<file path="src/rtl/regfile_wb_queue_pkg.sv">
// Shared sizes and the queued write-back entry type for the register-file
// write-back queue.
package regfile_wb_pkg;
  localparam int unsigned AW    = 5;
  localparam int unsigned DW    = 32;
  localparam int unsigned DEPTH = 4;
  localparam int unsigned CNTW  = $clog2(DEPTH) + 1;
  localparam int unsigned NREG  = 2 ** AW;

  typedef struct packed {
    logic [AW-1:0] dr;
    logic [DW-1:0] data;
  } entry_t;
endpackage

</file>
<file path="src/rtl/regfile_wb_queue_if.sv">
// Producer handshakes, register-file write port and hazard outputs of the
// write-back queue, bundled for the top-level port list.
interface regfile_wb_queue_if;
  import regfile_wb_pkg::*;

  logic            a_valid;
  logic            a_ready;
  logic [AW-1:0]   a_dr;
  logic [DW-1:0]   a_data;
  logic            b_valid;
  logic            b_ready;
  logic [AW-1:0]   b_dr;
  logic [DW-1:0]   b_data;
  logic            hold;
  logic            write;
  logic [AW-1:0]   dr;
  logic [DW-1:0]   wrData;
  logic [NREG-1:0] pending;
  logic [CNTW-1:0] count;

  modport master (
    output a_valid, a_dr, a_data, b_valid, b_dr, b_data, hold,
    input  a_ready, b_ready, write, dr, wrData, pending, count
  );

  modport slave (
    input  a_valid, a_dr, a_data, b_valid, b_dr, b_data, hold,
    output a_ready, b_ready, write, dr, wrData, pending, count
  );
endinterface

</file>
<file path="src/rtl/regfile_wb_queue_wb_fifo.sv">
// Synchronous FIFO of write-back entries; exposes per-slot valid bits and
// destinations so the top can build the pending-register vector.
module wb_fifo
  import regfile_wb_pkg::*;
(
  input  logic                       clk,
  input  logic                       reset,
  input  logic                       push,
  input  logic                       pop,
  input  entry_t                     din,
  output entry_t                     head,
  output logic [CNTW-1:0]            count,
  output logic [DEPTH-1:0]           vld,
  output logic [DEPTH-1:0][AW-1:0]   ent_dr
);
  localparam int unsigned PW = $clog2(DEPTH);

  entry_t          mem [DEPTH];
  logic [PW-1:0]   wptr;
  logic [PW-1:0]   rptr;
  logic [CNTW-1:0] cnt;
  logic            do_pop;
  logic            do_push;

  // A full FIFO may still accept when the head leaves on the same edge.
  assign do_pop  = pop && (cnt != '0);
  assign do_push = push && ((cnt != CNTW'(DEPTH)) || do_pop);

  always_ff @(posedge clk) begin
    if (!reset) begin
      wptr <= '0;
      rptr <= '0;
      cnt  <= '0;
      vld  <= '0;
    end else begin
      if (do_pop) begin
        rptr      <= rptr + PW'(1);
        vld[rptr] <= 1'b0;
      end
      if (do_push) begin
        wptr      <= wptr + PW'(1);
        vld[wptr] <= 1'b1;
      end
      case ({do_push, do_pop})
        2'b10:   cnt <= cnt + CNTW'(1);
        2'b01:   cnt <= cnt - CNTW'(1);
        default: cnt <= cnt;
      endcase
    end
  end

  always_ff @(posedge clk) begin
    if (do_push) mem[wptr] <= din;
  end

  always_comb begin
    for (int i = 0; i < DEPTH; i++) ent_dr[i] = mem[i].dr;
  end

  assign head  = mem[rptr];
  assign count = cnt;
endmodule

</file>
<file path="src/rtl/regfile_wb_queue.sv">
// Write-back queue in front of the register-file write port: round-robin
// arbitration of ALU (A) and load (B) results, FIFO, output register, hazards.
module regfile_wb_queue
  import regfile_wb_pkg::*;
(
  input  logic               clk,
  input  logic               reset,
  regfile_wb_queue_if.slave  bus
);
  logic [CNTW-1:0]          count;
  logic [DEPTH-1:0]         vld;
  logic [DEPTH-1:0][AW-1:0] ent_dr;
  entry_t                   head;
  entry_t                   din;
  logic                     pop;
  logic                     space;
  logic                     a_rdy;
  logic                     b_rdy;
  logic                     a_fire;
  logic                     b_fire;
  logic                     last_b;
  logic                     write_p1;
  logic [AW-1:0]            dr_p1;
  logic [DW-1:0]            data_p1;
  logic [NREG-1:0]          pending;

  assign pop   = (count != '0) && !bus.hold;
  assign space = (count < CNTW'(DEPTH)) || pop;

  // Ready depends only on the other source's valid, never on own dr/data.
  assign a_rdy  = reset && space && (!bus.b_valid || last_b);
  assign b_rdy  = reset && space && (!bus.a_valid || !last_b);
  assign a_fire = bus.a_valid && a_rdy;
  assign b_fire = bus.b_valid && b_rdy;
  assign din    = a_fire ? entry_t'{dr: bus.a_dr, data: bus.a_data}
                         : entry_t'{dr: bus.b_dr, data: bus.b_data};

  always_ff @(posedge clk) begin
    if (!reset)      last_b <= 1'b1;
    else if (a_fire) last_b <= 1'b0;
    else if (b_fire) last_b <= 1'b1;
  end

  wb_fifo u_fifo (
    .clk    (clk),
    .reset  (reset),
    .push   (a_fire || b_fire),
    .pop    (pop),
    .din    (din),
    .head   (head),
    .count  (count),
    .vld    (vld),
    .ent_dr (ent_dr)
  );

  // p1: register-file write port register
  always_ff @(posedge clk) begin
    if (!reset) begin
      write_p1 <= 1'b0;
      dr_p1    <= '0;
      data_p1  <= '0;
    end else begin
      write_p1 <= pop;
      if (pop) begin
        dr_p1   <= head.dr;
        data_p1 <= head.data;
      end
    end
  end

  always_comb begin
    pending = '0;
    for (int i = 0; i < DEPTH; i++) begin
      if (vld[i]) pending[ent_dr[i]] = 1'b1;
    end
    if (write_p1) pending[dr_p1] = 1'b1;
  end

  assign bus.a_ready = a_rdy;
  assign bus.b_ready = b_rdy;
  assign bus.write   = write_p1;
  assign bus.dr      = dr_p1;
  assign bus.wrData  = data_p1;
  assign bus.pending = pending;
  assign bus.count   = count;
endmodule

</file>
<file path="src/flat_wrapper.sv">
// flat-port wrapper written by rule: the top's interface ports become plain ports
module regfile_wb_queue_flat import regfile_wb_pkg::*;
  (clk, reset, bus_a_valid, bus_a_dr, bus_a_data, bus_b_valid, bus_b_dr, bus_b_data, bus_hold, bus_a_ready, bus_b_ready, bus_write, bus_dr, bus_wrData, bus_pending, bus_count);
  regfile_wb_queue_if bus_i ();
  input  logic clk;
  input  logic reset;
  input wire logic [$bits(bus_i.a_valid)-1:0] bus_a_valid;
  input wire logic [$bits(bus_i.a_dr)-1:0] bus_a_dr;
  input wire logic [$bits(bus_i.a_data)-1:0] bus_a_data;
  input wire logic [$bits(bus_i.b_valid)-1:0] bus_b_valid;
  input wire logic [$bits(bus_i.b_dr)-1:0] bus_b_dr;
  input wire logic [$bits(bus_i.b_data)-1:0] bus_b_data;
  input wire logic [$bits(bus_i.hold)-1:0] bus_hold;
  output wire logic [$bits(bus_i.a_ready)-1:0] bus_a_ready;
  output wire logic [$bits(bus_i.b_ready)-1:0] bus_b_ready;
  output wire logic [$bits(bus_i.write)-1:0] bus_write;
  output wire logic [$bits(bus_i.dr)-1:0] bus_dr;
  output wire logic [$bits(bus_i.wrData)-1:0] bus_wrData;
  output wire logic [$bits(bus_i.pending)-1:0] bus_pending;
  output wire logic [$bits(bus_i.count)-1:0] bus_count;
  assign bus_i.a_valid = bus_a_valid;
  assign bus_i.a_dr = bus_a_dr;
  assign bus_i.a_data = bus_a_data;
  assign bus_i.b_valid = bus_b_valid;
  assign bus_i.b_dr = bus_b_dr;
  assign bus_i.b_data = bus_b_data;
  assign bus_i.hold = bus_hold;
  assign bus_a_ready = bus_i.a_ready;
  assign bus_b_ready = bus_i.b_ready;
  assign bus_write = bus_i.write;
  assign bus_dr = bus_i.dr;
  assign bus_wrData = bus_i.wrData;
  assign bus_pending = bus_i.pending;
  assign bus_count = bus_i.count;
  regfile_wb_queue u_core (.clk(clk), .reset(reset), .bus(bus_i));
endmodule
</file>
<file path="config.mk">
export PLATFORM = sky130hd
export DESIGN_NAME = regfile_wb_queue_flat
export DESIGN_NICKNAME = d
export VERILOG_FILES = /design/src/rtl/regfile_wb_queue_pkg.sv /design/src/rtl/regfile_wb_queue_if.sv /design/src/rtl/regfile_wb_queue_wb_fifo.sv /design/src/rtl/regfile_wb_queue.sv /design/src/flat_wrapper.sv
export SDC_FILE = /design/constraint.sdc
export NUM_CORES = 1
export LEC_CHECK = 0
export ABC_AREA = 1
export CAP_MARGIN = 20
export CORE_ASPECT_RATIO = 0.75
export CORE_MARGIN = 1
export CORE_UTILIZATION = 45
export DETAILED_ROUTE_END_ITERATION = 10
export GPL_ROUTABILITY_DRIVEN = 0
export GPL_TIMING_DRIVEN = 0
export HOLD_SLACK_MARGIN = 0.06
export PLACE_DENSITY_LB_ADDON = 0.25
export SYNTH_ARGS = -nofsm -noshare
export SYNTH_HDL_FRONTEND = slang
export SYNTH_SLANG_ARGS = --single-unit
</file>
<file path="constraint.sdc">
create_clock -name clk -period 3.7 [get_ports clk]
set_input_delay 0.555 -clock clk [delete_from_list [all_inputs] [get_ports clk]]
set_output_delay 0.555 -clock clk [all_outputs]
set_load 0.02 [all_outputs]
</file>
==> results.json <==
{
  "viasPerCell": 5.662,
  "fmax_ghz": 0.3061,
  "grt.total_usage_pct": 25.55,
  "die-area_mm2": 0.02097,
  "min_period_ns": 3.267,
  "synth_top_area_share_pct": 48.45,
  "ys_seq_elements": 198,
  "drt_first_iter_violations": 1220,
  "critPathArrivalTime_ns": 2.71,
  "gr-total-overflow": 0,
  "nFillCells": 1657,
  "setup_viol": 0,
  "synthArstFlopShare_pct": 0,
  "cts_resized": 0,
  "start_util_pct": 46.68,
  "clock-root-buffer": "clkbuf_16",
  "cts.clk_slew.worst_paths_ns": 0.08,
  "hp-class": "flip-flop to flip-flop",
  "synth_seq_area_share_pct": 59.36,
  "synth_common_cells": "nand2_1 (193), nor2_1 (163), edfxtp_1 (148), o21ai_0 (98), a21oi_1 (53)",
  "cts_hold_buf": 0,
  "synth_area_leader_cell": "edfxtp_1",
  "drive_above_1_share_pct": 8.297,
  "path_class": "flip-flop to primary output",
  "synth_area_leaders": "edfxtp_1 (48%), dfxtp_1 (11%), nand2_1 (7.9%), nor2_1 (6.7%), o21ai_0 (5.3%)",
  "slew_violations": 0,
  "power.density_mw_per_mm2": 543.0,
  "endpoint_kind": "primary output",
  "synth.cell_area_mm2": 0.009174,
  "cap_violations": 0,
  "ys.flop_type": "edfxtp_1",
  "cp_data_required_time_ns": 3.14,
  "synth_cell_types": 31,
  "dr.pass1.iters": 6,
  "synth_edf_count": 148,
  "final_nets": 1232,
  "ant_nets": 0,
  "leakage_nw": 4.202,
  "stdcell_count": 1411,
  "dpl.cell_count": 1378,
  "peakVddDrop_mv": 0.4221,
  "skew_ns": 0.01104,
  "grt_pass1_wl_mm": 40.52,
  "rsz0062_at_grt": "false",
  "synth_nets": 1058,
  "grt_pass1_vias": 7274,
  "yosysWarnings": 0,
  "cts.sinks": 198,
  "synth_most_common_cell": "nand2_1",
  "clkLatencyLatePin_ns": 0.43,
  "h-tree-depth": 4,
  "tns_ns": 0,
  "hpwl_mm": 18.37,
  "die_y_um": 125.7,
  "drc": 0,
  "cts_tree": "built",
  "grt_antenna_before_repair": 0,
  "numCtsBuffers": 17,
  "finalHoldViolCount": 0,
  "core_area_mm2": 0.01965,
  "die_w_um": 166.9,
  "worst_pin_slew_ns": 0.9304,
  "cp_max_fo": 8,
  "fin_crit_sh_pct": 88.30,
  "area_growth_syn_to_layout_pct": 26.79,
  "wl_per_cell_um": 18.92,
  "routed_wl_mm": 26.70,
  "vias": 7989,
  "clockBufferDepth": 2,
  "synth.avg_cell_area_um2": 9.458,
  "io_pins": 154,
  "grt_max_degree": 38,
  "std_cell_rows": 44,
  "syn_inst": 970,
  "worst_slew_margin_rel_pct": 37.97,
  "critPathLaunchType": "flip-flop",
  "outcome": "finished clean",
  "postCtsSetupRepairBufs": 0,
  "portBuffers": 153
}
[power breakdown]
part	switching, W	internal (W)	total [W]
registers	0.000147	0.00264	0.00279
clock network	0.000874	0.000896	0.00177
logic	0.00111	0.000654	0.00176
total	0.00213	0.00419	0.00632
[layout by cell type (no fill, tap or decap), drive strengths merged]
cell and n:
o21ai 116, dfxtp 50, o22ai 5, clkinv 4
o211ai 1, a21oi 54, a31oi 37, fa 1
clkbuf 26, edfxtp 148, nand2 194, nand4 3
clkinvlp 2, nand3 31, inv 56, o2111ai 27
diode 1, ha 8, clkdlybuf4s50 153, nor2 163
a22oi 3, nor3 34, buf 41
[final timing paths]
path	startpoint	endpoint	slack (ns)	cells after the start
worst max-delay path	u_core.bus.dr[0]$_SDFFE_PN0P_	bus_pending[31]	0.43	5
worst min-delay path	u_core.u_fifo.vld[3]$_SDFF_PN0_	u_core.u_fifo.vld[3]$_SDFF_PN0_	0.47	2
worst max register to register	u_core.u_fifo.count[2]$_SDFFE_PN0P_	u_core.u_fifo.mem[2][9]$_DFFE_PP_	1.61	5
worst min register to register	u_core.u_fifo.vld[3]$_SDFF_PN0_	u_core.u_fifo.vld[3]$_SDFF_PN0_	0.47	2
[layer usage]
layer	track usage, %	vias to the layer above	share of wire (%)
li1	-	3774	-
met5	0	-	0
met3	5.437	78	10
met4	7.952	0	2.5
met2	38.12	474	43
met1	37.30	3663	44
[sequential cells by signal, indices dropped and copies added (netlist names)]
| name | count |
|---|---|
| u_core.bus.write | 1 |
| u_core.u_fifo.count | 3 |
| u_core.u_fifo.mem | 148 |
| u_core.u_fifo.vld | 4 |
| u_core.bus.dr | 5 |
| u_core.u_fifo.wptr | 2 |
| u_core.u_fifo.rptr | 2 |
| u_core.bus.wrData | 32 |
| u_core.last_b | 1 |
[layout make-up]
cell class | instances | area [um^2] | area share [%]
sequential | 198 | 5445 | 46.82
multi-input combinational | 677 | 3267 | 28.09
timing repair buffer | 155 | 1572 | 13.51
clock buffer | 18 | 429.2 | 3.690
tap | 253 | 316.6 | 2.722
buffer | 47 | 281.5 | 2.420
inverter | 48 | 180.2 | 1.549
clock inverter | 14 | 137.6 | 1.183
antenna | 1 | 2.502 | 0.02151
[cell families (layout without fill, tap and decap cells)]
logic type | after synthesis | count (layout) | synth area share, %
other | 0 | 1 | 0
and+or+nand+nor | 425 | 425 | 19.22
AOI/OAI and AO/OA | 243 | 243 | 15.08
adders and majority gates | 9 | 9 | 1.309
buffers and inverters | 95 | 282 | 5.033
DFF | 198 | 198 | 59.36
[worst max-delay path, stage by stage, from the launching register on]
cell             delay, ns
dfxtp_1               0.50
inv_1                 0.12
nor3_2                0.70
a21oi_1               0.18
o2111ai_1             0.13
clkdlybuf4s50_1       0.66
[through the flow]
step	hold WS, ns	power [W]	utilization, %	setup slack [ns]	instance area [um^2]
after floorplan	0.4433	0.003808	-	1.487	9174
after global placement	0.4602	0.004538	56.08	0.2723	11020
after detailed placement	0.4631	0.004576	56.28	0.7181	11060
after CTS	0.4742	0.006306	59.17	0.5897	11630
after global routing	0.4927	0.006586	59.17	0.3965	11630
final	0.4724	0.006316	59.18	0.4328	11630
No activity file was read; power rests on OpenSTA's default activity.
